==> src/rtl/sipo_pkg.sv <==
// Shared definitions for the SIPO ping-pong page controller.
//   - Read-side sequencer state encoding.
//   - SIPO buffer geometry: bank size and address widths.
package sipo_pkg;

  localparam int unsigned SIPO_BANK_BYTES = 512;
  localparam int unsigned SIPO_WRADDR_W   = 13;  // {bank, byte[8:0], bit[2:0]}
  localparam int unsigned SIPO_RDADDR_W   = 10;  // {bank, byte[8:0]}

  typedef enum logic [1:0] {
    R_IDLE  = 2'd0,
    R_ISSUE = 2'd1,
    R_WAIT  = 2'd2,
    R_DELIV = 2'd3
  } rd_state_e;

endpackage

==> src/rtl/sipo_rd_seq.sv <==
// Read sequencer: drains the read bank byte-wise on consumer request.
// Ports:
//   i_clk, i_rst_n  clock, async active-low reset
//   i_page_full     read bank holds a complete page
//   i_rb            current read bank
//   i_req_n         consumer byte request (low active, only honoured in R_IDLE)
//   i_rd_data       SIPO read data, valid the cycle after the read clock enable
//   o_rd_addr       SIPO read address {bank, byte}
//   o_rd_clken_n    SIPO read clock enable (low active)
//   o_byte          delivered byte
//   o_byte_valid    one-cycle pulse with o_byte
//   o_page_done     one-cycle pulse with the last byte of a page
//   o_release       one-cycle pulse: read bank fully drained, hand it back
module sipo_rd_seq
  import sipo_pkg::*;
#(
  parameter int unsigned PAGE_BYTES = SIPO_BANK_BYTES
) (
  input  logic                     i_clk,
  input  logic                     i_rst_n,
  input  logic                     i_page_full,
  input  logic                     i_rb,
  input  logic                     i_req_n,
  input  logic [7:0]               i_rd_data,
  output logic [SIPO_RDADDR_W-1:0] o_rd_addr,
  output logic                     o_rd_clken_n,
  output logic [7:0]               o_byte,
  output logic                     o_byte_valid,
  output logic                     o_page_done,
  output logic                     o_release
);

  rd_state_e   r_state;
  rd_state_e   w_state_nxt;
  logic [8:0]  r_ridx;
  logic [7:0]  r_byte;
  logic        w_last;

  assign w_last    = (r_ridx == 9'(PAGE_BYTES - 1));
  assign o_rd_addr = {i_rb, r_ridx};
  assign o_byte    = r_byte;

  always_ff @(posedge i_clk or negedge i_rst_n) begin
    if (!i_rst_n) begin
      r_state <= R_IDLE;
      r_ridx  <= '0;
      r_byte  <= '0;
    end else begin
      r_state <= w_state_nxt;
      // RAM output is valid during R_WAIT; capture it on the edge into R_DELIV.
      if (r_state == R_WAIT) begin
        r_byte <= i_rd_data;
      end
      if (r_state == R_DELIV) begin
        r_ridx <= w_last ? '0 : r_ridx + 9'd1;
      end
    end
  end

  always_comb begin
    w_state_nxt  = r_state;
    o_rd_clken_n = 1'b1;
    o_byte_valid = 1'b0;
    o_page_done  = 1'b0;
    o_release    = 1'b0;
    unique case (r_state)
      R_IDLE: begin
        if (!i_req_n && i_page_full) begin
          w_state_nxt = R_ISSUE;
        end
      end
      R_ISSUE: begin
        o_rd_clken_n = 1'b0;
        w_state_nxt  = R_WAIT;
      end
      R_WAIT: begin
        w_state_nxt = R_DELIV;
      end
      R_DELIV: begin
        o_byte_valid = 1'b1;
        o_page_done  = w_last;
        o_release    = w_last;
        w_state_nxt  = R_IDLE;
      end
      default: w_state_nxt = R_IDLE;
    endcase
  end

endmodule

==> src/rtl/sipo_page_ctrl.sv <==
// Ping-pong controller for the 1 KiB bit-addressable SIPO buffer.
// Packs the serial bit stream into the write bank while the read bank is
// drained byte-wise; tracks bank ownership with per-bank full flags.
// Ports:
//   MCLK, nRESET                   clock, async active-low reset
//   BITIN, nBITINSTB               serial bit and its strobe (low active)
//   nPAGESTART                     restart current write bank at bit 0
//   nCLROVF                        clear OVERFLOW
//   nSIPOWREN, nSIPOWRCLKEN        SIPO write enables (low active)
//   SIPOWRADDR, SIPOWRDATA         SIPO write address {bank,byte,bit} / data
//   SIPORDADDR, nSIPORDCLKEN       SIPO read address {bank,byte} / clock enable
//   SIPORDDATA                     SIPO read data
//   nBYTEREQ                       consumer byte request
//   BYTEOUT, BYTEVALID, PAGEDONE   delivered byte, valid pulse, last-of-page
//   PAGEREADY                      read bank full
//   WRSTALL                        write bank full, incoming bits dropped
//   OVERFLOW                       sticky dropped-bit flag
module sipo_page_ctrl
  import sipo_pkg::*;
#(
  parameter int unsigned PAGE_BYTES = SIPO_BANK_BYTES
) (
  input  logic                     MCLK,
  input  logic                     nRESET,
  input  logic                     BITIN,
  input  logic                     nBITINSTB,
  input  logic                     nPAGESTART,
  input  logic                     nCLROVF,
  output logic                     nSIPOWREN,
  output logic [SIPO_WRADDR_W-1:0] SIPOWRADDR,
  output logic                     SIPOWRDATA,
  output logic                     nSIPOWRCLKEN,
  output logic [SIPO_RDADDR_W-1:0] SIPORDADDR,
  input  logic [7:0]               SIPORDDATA,
  output logic                     nSIPORDCLKEN,
  input  logic                     nBYTEREQ,
  output logic [7:0]               BYTEOUT,
  output logic                     BYTEVALID,
  output logic                     PAGEREADY,
  output logic                     PAGEDONE,
  output logic                     WRSTALL,
  output logic                     OVERFLOW
);

  localparam logic [11:0] LAST_BIT = 12'(PAGE_BYTES * 8 - 1);

  logic                     r_wb;
  logic                     r_rb;
  logic [1:0]               r_full;
  logic [11:0]              r_wcnt;
  logic                     r_wren_n;
  logic [SIPO_WRADDR_W-1:0] r_wraddr;
  logic                     r_wrdata;
  logic                     r_ovf;

  logic                     w_strb;
  logic                     w_wfull;
  logic                     w_wr;
  logic                     w_drop;
  logic [11:0]              w_wcnt_eff;
  logic                     w_set;
  logic                     w_release;
  logic [1:0]               w_full_nxt;

  assign w_strb     = !nBITINSTB;
  assign w_wfull    = r_full[r_wb];
  assign w_wr       = w_strb && !w_wfull;
  assign w_drop     = w_strb && w_wfull;
  // A page restart coincident with a strobe places that bit at bit 0.
  assign w_wcnt_eff = !nPAGESTART ? '0 : r_wcnt;
  assign w_set      = w_wr && (w_wcnt_eff == LAST_BIT);

  // Set and release always target different banks, so both apply.
  always_comb begin
    w_full_nxt = r_full;
    if (w_release) w_full_nxt[r_rb] = 1'b0;
    if (w_set)     w_full_nxt[r_wb] = 1'b1;
  end

  always_ff @(posedge MCLK or negedge nRESET) begin
    if (!nRESET) begin
      r_wb     <= 1'b0;
      r_rb     <= 1'b0;
      r_full   <= '0;
      r_wcnt   <= '0;
      r_wren_n <= 1'b1;
      r_wraddr <= '0;
      r_wrdata <= 1'b0;
      r_ovf    <= 1'b0;
    end else begin
      r_full   <= w_full_nxt;
      r_wren_n <= !w_wr;
      if (w_wr) begin
        r_wraddr <= {r_wb, w_wcnt_eff};
        r_wrdata <= BITIN;
        r_wcnt   <= w_set ? '0 : w_wcnt_eff + 12'd1;
      end else if (!nPAGESTART && !w_wfull) begin
        r_wcnt <= '0;
      end
      if (w_set)     r_wb <= ~r_wb;
      if (w_release) r_rb <= ~r_rb;
      if (w_drop) begin
        r_ovf <= 1'b1;
      end else if (!nCLROVF) begin
        r_ovf <= 1'b0;
      end
    end
  end

  sipo_rd_seq #(
    .PAGE_BYTES(PAGE_BYTES)
  ) u_rd_seq (
    .i_clk        (MCLK),
    .i_rst_n      (nRESET),
    .i_page_full  (r_full[r_rb]),
    .i_rb         (r_rb),
    .i_req_n      (nBYTEREQ),
    .i_rd_data    (SIPORDDATA),
    .o_rd_addr    (SIPORDADDR),
    .o_rd_clken_n (nSIPORDCLKEN),
    .o_byte       (BYTEOUT),
    .o_byte_valid (BYTEVALID),
    .o_page_done  (PAGEDONE),
    .o_release    (w_release)
  );

  assign nSIPOWREN    = r_wren_n;
  assign nSIPOWRCLKEN = r_wren_n;
  assign SIPOWRADDR   = r_wraddr;
  assign SIPOWRDATA   = r_wrdata;
  assign PAGEREADY    = r_full[r_rb];
  assign WRSTALL      = r_full[r_wb];
  assign OVERFLOW     = r_ovf;

endmodule
==> config.mk <==
export PLATFORM = sky130hd
export DESIGN_NAME = sipo_page_ctrl
export DESIGN_NICKNAME = d
export VERILOG_FILES = /design/src/rtl/sipo_pkg.sv /design/src/rtl/sipo_rd_seq.sv /design/src/rtl/sipo_page_ctrl.sv
export SDC_FILE = /design/constraint.sdc
export NUM_CORES = 1
export LEC_CHECK = 0
export BUFFER_PORTS_ARGS = -buffer_cell sky130_fd_sc_hd__buf_2
export CAP_MARGIN = 20
export CELL_PAD_IN_SITES_DETAIL_PLACEMENT = 1
export CELL_PAD_IN_SITES_GLOBAL_PLACEMENT = 1
export CORE_UTILIZATION = 39
export CTS_BUF_LIST = sky130_fd_sc_hd__clkbuf_8
export DETAILED_ROUTE_END_ITERATION = 8
export MAX_ROUTING_LAYER = met4
export PLACE_DENSITY = 0.89
export SYNTH_ARGS = -nofsm -noshare
export SYNTH_HDL_FRONTEND = slang
export SYNTH_SLANG_ARGS = --single-unit
==> constraint.sdc <==
create_clock -name MCLK -period 1.6 [get_ports MCLK]
set_input_delay 0.16 -clock MCLK [delete_from_list [all_inputs] [get_ports MCLK]]
set_output_delay 0.16 -clock MCLK [all_outputs]
set_load 0.02 [all_outputs]
== After elaboration in Yosys (flattened, before gate mapping) ==
Cells that the tools add are included.

* Logic and storage cells: 65
* Output and inout port bits: 40
* Memories kept: 0
* ROM bits: 0
* Bits in writable memories: 0
* Latch bits: 0
* Input bits: 15
* Register bits after elaboration: 51

* Divide/modulo/power cells: 0
* Reduce and logical (&&, ||, !) cells: 14
* Bitwise operators: 5
* Order comparisons: 4
* Multipliers: 0
* $add $sub $neg: 2
* Muxes and demuxes: 22
* Equality and inequality tests: 7
* Shift-type cells: 0

{| class="wikitable"
|+ Operators by type and width
! kind !! count
|-
| 12-bit 2-to-1 mux || 4
|-
| 12-bit by 1-bit adder with 12-bit output, second input constant || 1
|-
| 12-bit == test, second input constant || 1
|-
| 1-bit 2-to-1 mux || 11
|-
| 9-bit by 1-bit adder with 9-bit output, second input constant || 1
|-
| 9-bit == test, second input constant || 1
|-
| 9-bit 2-to-1 mux || 1
|-
| 2-bit one-hot mux with 4 select lines || 1
|-
| 1-bit logical AND || 7
|-
| 2-bit 2-to-1 mux || 3
|-
| 1-bit zero test || 5
|-
| 2-bit == test, second input constant || 2
|-
| 1-bit by 2-bit less-than comparator with 1-bit output, second input constant || 2
|-
| 2-bit by 1-bit != test with 1-bit output, second input constant || 2
|-
| 2-bit bitwise AND || 1
|-
| 1-bit demux with 1-bit select || 2
|-
| 2-bit by 1-bit == test with 1-bit output, second input constant || 1
|-
| 1-bit greater-or-equal comparator, second input constant || 2
|-
| 2-bit zero test || 1
|-
| 1-bit NOT || 2
|-
| 2-bit NOT || 1
|-
| 2-bit bitwise OR || 1
|-
| 2-bit nonzero test || 1
|}

== Logic depth before layout (Yosys ltp) ==
Gate-level depths: netlist (run 1).

* Depth after elaboration: 9
* Mapped depth: 8
* Depth with buffers taken out: 8

== Hierarchy ==
From an unflattened synthesis (run 1), not the netlist that was laid out.

* Cells, all modules: 233
* Area total of the unflattened synthesis: 2463.6 um^2

{| class="wikitable"
|+ Modules (own cells, without submodules)
! module !! area an instance (um^2) !! sequential area each (um^2) !! cells each !! instances
|-
| sipo_page_ctrl || 1540.2 || 802.0 || 154 || 1
|-
| sipo_rd_seq || 923.4 || 475.5 || 79 || 1
|}

== Worst setup path after synthesis (run 1) ==
No wires, ideal clock.

* Kind: register to register
* Start: reg u_rd_seq.r_ridx[0]
* End: reg r_full[0]
* Buffers on the path: 1
* Setup time: 0.141 ns
* Period minus slack after synthesis: 2.051 ns
* Data required time: 1.459 ns
* Stages on the path, launching flop included: 9
* Arrival time: 1.910 ns
* Path slack: -0.451 ns
* Path through: dfrtp_1 > ha_1 > and3_1 > nand3_1 > nor2_1 > ha_1 > and2_1 > clkbuf_1 > a31oi_1

* Longest elaborated chain between the ends: 5

{| class="wikitable"
|+ Ends and longest elaborated chain
! item !! RTL line !! RTL
|-
| start, declared || sipo_rd_seq.sv:35 || <nowiki>logic [8:0] r_ridx;</nowiki>
|-
| start signal, assigned || sipo_rd_seq.sv:55 || <nowiki>r_ridx <= w_last ? '0 : r_ridx + 9'd1;</nowiki>
|-
| 9-bit == test * || sipo_rd_seq.sv:39 || <nowiki>assign w_last = (r_ridx == 9'(PAGE_BYTES - 1));</nowiki>
|-
| 1-bit 2-to-1 mux * || -- ||
|-
| net PAGEDONE || sipo_page_ctrl.sv:40 || <nowiki>output logic PAGEDONE,</nowiki>
|-
| 2-bit 2-to-1 mux * || sipo_page_ctrl.sv:76 || <nowiki>if (w_release) w_full_nxt[r_rb] = 1'b0;</nowiki>
|-
| 2-bit bitwise OR (no source line) || -- ||
|-
| 2-bit 2-to-1 mux * || sipo_page_ctrl.sv:77 || <nowiki>if (w_set) w_full_nxt[r_wb] = 1'b1;</nowiki>
|-
| net w_full_nxt[0] || sipo_page_ctrl.sv:63 || <nowiki>logic [1:0] w_full_nxt;</nowiki>
|-
| end signal, assigned || sipo_page_ctrl.sv:91 || <nowiki>r_full <= w_full_nxt;</nowiki>
|-
| end, declared || sipo_page_ctrl.sv:49 || <nowiki>logic [1:0] r_full;</nowiki>
|}

The timed path passes the listed nets; every way through them passes the cells marked *.
A chain may end at the register's enable or synchronous reset.

== Worst setup path in the final report (run 1) ==
* Start: reg r_wcnt[1]
* End: reg r_wcnt[9]

* Longest elaborated chain between the ends: 5

{| class="wikitable"
|+ Ends and longest elaborated chain
! item !! RTL line !! RTL
|-
| start, declared || sipo_page_ctrl.sv:50 || <nowiki>logic [11:0] r_wcnt;</nowiki>
|-
| start signal, assigned || sipo_page_ctrl.sv:96 || <nowiki>r_wcnt <= w_set ? '0 : w_wcnt_eff + 12'd1;</nowiki>
|-
| 12-bit 2-to-1 mux * || sipo_page_ctrl.sv:70 || <nowiki>assign w_wcnt_eff = !nPAGESTART ? '0 : r_wcnt;</nowiki>
|-
| net w_wcnt_eff[1] || sipo_page_ctrl.sv:60 || <nowiki>logic [11:0] w_wcnt_eff;</nowiki>
|-
| branches (longest 2 deep; another with 12-bit by 1-bit adder with 12-bit output) || -- ||
|-
| 12-bit 2-to-1 mux * || sipo_page_ctrl.sv:96 ||
|-
| 12-bit 2-to-1 mux * || sipo_page_ctrl.sv:93 || <nowiki>if (w_wr) begin</nowiki>
|}

Mark *: on every way through the listed nets, which the timed path passes.

==> impl_metrics.py, run 1 <==
metrics = {
    "run_status": {
        "status": "finished with violations",
        "violations": "setup timing",
    },
    "global_routing": {
        "antenna_found_initial": 0,
        "grt_pass1_wl_mm": 13.6,
        "grt-ovfl-total": 0,
        "grt_usage_pct": 28.4,
        "first_global_vias": 2536,
        "grt_max_degree": 27,
    },
    "setup_path": {
        "cp-startpoint": "r_wcnt[1]",
        "reg2reg_depth": 8,
        "crit_chain": "and2_4 -> ha_4 -> nand4_1 -> buf_4 -> nor4_4 -> buf_4 -> a211oi_2 -> a211o_1",
        "rrSetupSlack_ns": -0.36,
        "setup.worst_path.end": "r_wcnt[9]",
        "worstSetupStartpointType": "register",
        "endpoint_kind": "register",
        "worst_path_largest_cell_delay_ns": 0.38,
        "worstReg2RegEnd": "r_wcnt[9]",
        "arrival_ns": 2.16,
        "path_max_fanout": 3,
        "cpMaxStageDelayCell": "dfrtp_1",
        "critPathRequiredTime_ns": 1.80,
        "reg2reg_from": "r_wcnt[1]",
        "crit_path_frequent_cell": "buf_4",
        "crit_type": "register to register",
    },
    "sta": {
        "rsz0062_at_grt": "true",
        "hold_violations": 0,
        "fin_crit_sh_pct": 122,
        "period_needed_ns": 1.96,
        "finClkSkew_ns": 0.00860,
        "layout_setup_ws_ns": -0.356,
        "relSlewSlack_pct": 73.9,
        "clock.fmax_ghz": 0.511,
        "tightest_slew_ns": 0.388,
        "setup_viol": 24,
        "report.final.slew_viol_count": 0,
    },
    "clock_tree": {
        "clk_latency_ns": 0.31,
        "htree_levels": 2,
        "root_buffer": "clkbuf_8",
        "clock_path_buffers": 2,
        "cts-buffers-inserted": 5,
        "clk_pin_slew_ns": 0.10,
        "tritoncts": "done",
        "cts_sinks": 51,
    },
    "finish": {
        "area_delta_synth_final_pct": 50.3,
        "nNetsFinal": 377,
        "drive_above_1_share_pct": 53.0,
        "final_cell_count_no_fill": 430,
        "layout_commonest_cell": "buf_2",
        "final_cell_mix": "53 x buf_2, 47 x dfrtp_1, 42 x buf_4",
        "diodes": 0,
        "final_area_um2": 3770,
        "post-route-util_pct": 62.2,
    },
    "routing": {
        "dr.pass1.iters": 4,
        "dr.first_iter.drc_count": 131,
        "via_count": 2533,
        "vias_per_cell": 5.89,
        "wl_per_cell_um": 23.8,
        "drcViolationCount": 0,
        "routed_wl_mm": 10.2,
        "drtAntennaViolNets": 0,
    },
    "worst_hold_path": {
        "hold_class": "primary input to register",
    },
    "placed_design": {
        "place_inst": 400,
        "hpwl_mm": 5.26,
        "port_buffers": 54,
        "postPlaceCellArea_um2": 3150,
        "gp_congestion": 0.845,
    },
    "run": {
        "maxCapViolations": 0,
    },
    "power": {
        "internal-power_w": 0.00167,
        "vdd_drop_max_mv": 0.825,
        "switching_power_w": 0.000593,
        "p_sw_share_pct": 26.2,
        "p_seq_share_pct": 57.8,
        "clkPwrFrac_pct": 33.9,
        "power_density_nw_per_um2": 601,
        "comb_power_share_pct": 8.2,
        "p_total_w": 0.00227,
        "p_leak_nw": 1.87,
    },
    "die": {
        "core_area_um2": 6060,
        "io-pin-count": 55,
        "die_h_um": 82.2,
        "initial_utilization_pct": 41.4,
        "die_w_um": 82.2,
        "rows": 28,
        "dieArea_um2": 6760,
    },
    "logic_synthesis": {
        "postSynthNetCount": 271,
        "synth_cell_types": 45,
        "async_reset_ff_share_pct": 100,
        "ys_seq_elements": 51,
        "synth-seq-area-share_pct": 50.9,
        "yosysWarnings": 0,
        "syn_inst": 248,
        "synth_area_um2": 2510,
        "syn_area_per_cell_um2": 10.1,
        "synth_edf_count": 0,
        "synth_ff_type": "dfrtp_1",
    },
}
-- flip-flops by register name, summed over array words and instances, names as in the netlist --
name              count
u_rd_seq.r_ridx       9
r_wb                  1
SIPOWRDATA            1
r_wcnt               12
SIPOWRADDR           13
nSIPOWRCLKEN          1
u_rd_seq.o_byte       8
r_rb                  1
u_rd_seq.r_state      2
r_full                2
OVERFLOW              1
-- Yosys cell counts (6+ instances only) --
cell       n  area [um^2]
nand3_1    9         45.0
mux2_2    12          135
dfrtp_1   50         1250
nor2_1     7         26.3
a31oi_1    7         43.8
o21ai_1    7         35.0
ha_1       8          100
nand2_1   40          150
inv_1     11         41.3
o21ai_0   16         80.1
clkbuf_1   6         22.5
-- power groups by stage --
stage	Clock [W]	Combinational, W	Sequential [W]
after floorplan	0	0.0000654	0.00135
after global placement	0	0.000151	0.00134
after detailed placement	0	0.000156	0.00134
after CTS	0.000767	0.000170	0.00131
after global routing	0.000806	0.000200	0.00131
final	0.000770	0.000186	0.00131
-- cells by family after synthesis --
kind of cell / after synthesis / synth area share [%]
adder cells (fa/ha/maj): 8 / 3.99
buffers and inverters: 27 / 4.74
XOR/XNOR: 4 / 1.40
multiplexers: 18 / 8.03
AND/OR/NAND/NOR: 92 / 19.1
AO/OA/AOI/OAI: 48 / 11.8
flip-flops: 51 / 50.9
-- critical path: cells and delay by family, from the launching register on --
kind	cells	cell delay, ns
adder cells (fa/ha/maj)	1	0.14
AND/OR/NAND/NOR	3	0.66
AO/OA/AOI/OAI	2	0.29
flip-flops	1	0.38
buffers and inverters	2	0.38
-- what timing repair did --
action	CTS	global route
hold endpoints to repair	50	0
hold buffers	1	0
setup endpoints to repair	19	29
buffers inserted	12	11
pin swaps	12	23
gates cloned	0	0
resized for setup	25	49
-- final cells by class --
type,instances,area (um^2)
Tap cell,75,93.8
Timing Repair Buffer,113,800
Sequential cell,51,1280
Clock buffer,5,68.8
Multi-Input combinational cell,170,1460
Clock inverter,3,16.3
Fill cell,662,2290
Inverter,13,48.8
-- per-stage QoR --
stage                     hold slack [ns]  setup slack, ns  setup TNS, ns
after global placement              0.177          -0.0502         -0.101
after CTS                          0.0603           -0.249          -1.83
after floorplan                    -0.136          -0.0581         -0.348
after detailed placement            0.184           -0.105         -0.757
final                              0.0536           -0.356          -3.97
after global routing               0.0677           -0.398          -4.92
-- worst min path at each step --
| stage | slack [ns] | from | cells past startpoint | end |
|---|---|---|---|---|
| finish | 0.05 | BITIN | 3 | SIPOWRDATA |
| global placement | 0.18 | nRESET | 2 | r_wcnt[8] |
| CTS | 0.06 | BITIN | 3 | SIPOWRDATA |
| floorplan | -0.14 | nRESET | 0 | OVERFLOW |
| detailed placement | 0.18 | nRESET | 2 | r_wcnt[8] |
| global route | 0.07 | BITIN | 3 | SIPOWRDATA |
-- layer usage --
metal | wire length [um] | vias up | share of wire, % | global-route usage [%]
met5 | 0 | - | 0 | -
met1 | 4110 | 1273 | 40 | 33.4
li1 | - | 1094 | - | -
met3 | 594 | 41 | 5.8 | 4.07
met2 | 5000 | 125 | 49 | 47.9
met4 | 528 | 0 | 5.2 | 13.2
(Power assumes the default switching activity.)
==> inputs of run 2 (changes only) <==
--- a/config.mk
+++ b/config.mk
@@ -9,11 +9,11 @@
 export CAP_MARGIN = 20
 export CELL_PAD_IN_SITES_DETAIL_PLACEMENT = 1
 export CELL_PAD_IN_SITES_GLOBAL_PLACEMENT = 1
-export CORE_UTILIZATION = 39
+export CORE_UTILIZATION = 43
 export CTS_BUF_LIST = sky130_fd_sc_hd__clkbuf_8
 export DETAILED_ROUTE_END_ITERATION = 8
 export MAX_ROUTING_LAYER = met4
-export PLACE_DENSITY = 0.89
+export PLACE_DENSITY = 0.93
 export SYNTH_ARGS = -nofsm -noshare
 export SYNTH_HDL_FRONTEND = slang
 export SYNTH_SLANG_ARGS = --single-unit
==> constraint.sdc (replaced) <==
create_clock -name MCLK -period 2.21 [get_ports MCLK]
set_input_delay 0.221 -clock MCLK [delete_from_list [all_inputs] [get_ports MCLK]]
set_output_delay 0.221 -clock MCLK [all_outputs]
set_load 0.02 [all_outputs]
==> run 2 against run 1 <==
Net effect:
- highest routed layer unchanged
- sequential cell count unchanged
- clock skew barely moved
- core utilization decreased by 7.7 points
- worst setup slack improved by 0.39 ns
- the run now ends clean
- power shrank 24%
- final area fell by 19%
- via count down 16%
- hold slack better by 0.047 ns
- combinational power fell by 47%
- non-clock buffer count shrank 46
- routed wire length down 37%
- first-iteration DRC count rose by 21%
==> impl_metrics.py, run 2 (synthesis results as in run 1) <==
metrics = {
    "finish": {
        "final_cell_mix": "54 x buf_2, 50 x dfrtp_1, 40 x nand2_1",
        "final_cell_count_no_fill": 381,
        "seq_area_um2": 1280,
        "post-route-util_pct": 54.5,
        "drive_above_1_share_pct": 32.7,
        "multi_input_area_um2": 1130,
        "area_delta_synth_final_pct": 21.0,
        "nNetsFinal": 331,
        "largest_reg_flops": 13,
        "nFillCells": 657,
        "layout_commonest_cell": "buf_2",
        "diodes": 0,
        "final_area_um2": 3040,
    },
    "clock_tree": {
        "clk_latency_ns": 0.31,
        "clk_pin_slew_ns": 0.10,
        "tritoncts": "done",
        "cts-buffers-inserted": 5,
        "clock_path_buffers": 2,
        "root_buffer": "clkbuf_8",
        "cts_sinks": 51,
        "htree_levels": 2,
    },
    "routing": {
        "via_count": 2133,
        "routed_wl_mm": 6.44,
        "drcViolationCount": 0,
        "wl_per_cell_um": 16.9,
        "dr.first_iter.drc_count": 159,
        "vias_per_cell": 5.60,
        "drtAntennaViolNets": 0,
        "dr.pass1.iters": 4,
    },
    "placed_design": {
        "gp_congestion": 0.914,
        "postPlaceCellArea_um2": 2870,
        "port_buffers": 54,
        "place_inst": 368,
        "hpwl_mm": 4.44,
        "pre_cts_slack_ns": 0.281,
    },
    "worst_hold_path": {
        "min-delay-start": "BITIN",
        "hold_end": "SIPOWRDATA",
        "hold_class": "primary input to register",
        "holdPathStages": 3,
    },
    "sta": {
        "finClkSkew_ns": 0.00870,
        "hold_violations": 0,
        "setup_viol": 0,
        "report.final.slew_viol_count": 0,
        "relSlewSlack_pct": 73.2,
        "clock.fmax_ghz": 0.459,
        "tightest_slew_ns": 0.401,
        "layout_setup_ws_ns": 0.0329,
        "fin_crit_sh_pct": 98.5,
        "period_needed_ns": 2.18,
    },
    "run_status": {
        "status": "finished, final reports clean",
    },
    "setup_path": {
        "worstReg2RegEnd": "r_wcnt[10]",
        "crit_type": "register to output pin",
        "reg2reg_from": "r_wcnt[0]",
        "crit_path_frequent_cell": "ha_2",
        "endpoint_kind": "output pin",
        "path_max_fanout": 4,
        "worstSetupStartpointType": "register",
        "arrival_ns": 1.96,
        "cp_num_buf_inv": 1,
        "rrSetupSlack_ns": 0.14,
        "reg2reg_depth": 6,
        "cpMaxStageDelayCell": "dfrtp_1",
        "crit_chain": "ha_2 -> and3_4 -> nand3_1 -> nor2_2 -> ha_2 -> and2_1 -> buf_2",
        "worst_path_largest_cell_delay_ns": 0.41,
        "critPathRequiredTime_ns": 1.99,
        "cpLargestDelayFamily": "simple AND/OR/NAND/NOR gates",
    },
    "power": {
        "internal-power_w": 0.00132,
        "clkPwrFrac_pct": 38.7,
        "vdd_drop_max_mv": 0.317,
        "p_total_w": 0.00171,
        "p_sw_share_pct": 23.2,
        "p_leak_nw": 1.53,
        "p_seq_share_pct": 55.5,
        "comb_power_share_pct": 5.8,
        "switching_power_w": 0.000397,
        "power_density_nw_per_um2": 564,
    },
    "global_routing": {
        "first_global_vias": 2112,
        "grt_max_degree": 52,
        "grt_usage_pct": 22.5,
        "antenna_found_initial": 0,
        "grt-ovfl-total": 0,
        "grt_pass1_wl_mm": 10.5,
    },
    "die": {
        "initial_utilization_pct": 45.0,
        "io-pin-count": 55,
        "rows": 27,
        "core_area_um2": 5570,
        "die_w_um": 78.4,
        "dieArea_um2": 6150,
        "die_h_um": 78.4,
    },
    "run": {
        "maxCapViolations": 0,
    },
}
run 2: final cells by class:
class | count | area share (%)
Clock buffer | 5 | 2.27
Clock inverter | 3 | 1.44
Inverter | 13 | 1.61
Multi-Input combinational cell | 170 | 37.1
Sequential cell | 51 | 42.1
Tap cell | 72 | 2.97
Timing Repair Buffer | 67 | 12.6
run 2: routing by layer:
metal | global-route usage, % | part of all wire (%) | vias up
met5 | - | 0 | -
met4 | 8.52 | 2.0 | 0
met3 | 3.95 | 5.0 | 13
met2 | 35.8 | 50 | 64
met1 | 28.7 | 43 | 1060
li1 | - | - | 996
run 2: worst register-to-register path, delay by kind of cell (launching register included):
family                     cells  cell delay (ns)
AOI/OAI and AO/OA              1             0.18
and+or+nand+nor                3             0.75
muxes                          1             0.39
adders and majority gates      1             0.24
DFF                            1             0.41
run 2: metrics by stage:
| stage | hold WS, ns | setup TNS (ns) |
|---|---|---|
| detailed placement | 0.237 | 0 |
| floorplan | -0.0746 | 0 |
| CTS | 0.0974 | 0 |
| finish | 0.100 | 0 |
| global placement | 0.231 | 0 |
| global route | 0.112 | -0.0678 |
run 2: how the worst max path moves through the flow:
stage / end / cells past startpoint / startpoint / slack [ns]
finish: PAGEDONE / 7 / u_rd_seq.r_ridx[1] / 0.03
global route: PAGEDONE / 7 / u_rd_seq.r_ridx[1] / -0.07
CTS: PAGEDONE / 7 / u_rd_seq.r_ridx[1] / 0.005
detailed placement: r_wcnt[10] / 6 / r_wcnt[0] / 0.28
global placement: r_wcnt[10] / 6 / r_wcnt[0] / 0.35
floorplan: r_full[0] / 8 / u_rd_seq.r_ridx[0] / 0.16
run 2: what timing repair did:
item,CTS,global route
gates resized for setup,1,3
hold buffers,1,0
hold endpoints to repair,50,0
buffers inserted,1,3
pin swaps,0,1
setup endpoints to repair,1,1
run 2: power by group through the flow:
stage,Clock (W),Sequential [W],Combinational [W]
3_3_place_gp,0,0.000969,0.0000970
6_report,0.000664,0.000951,0.0000985
5_1_grt,0.000718,0.000953,0.000110
2_1_floorplan,0,0.000976,0.0000399
3_5_place_dp,0,0.000969,0.0000982
4_1_cts,0.000676,0.000951,0.000101
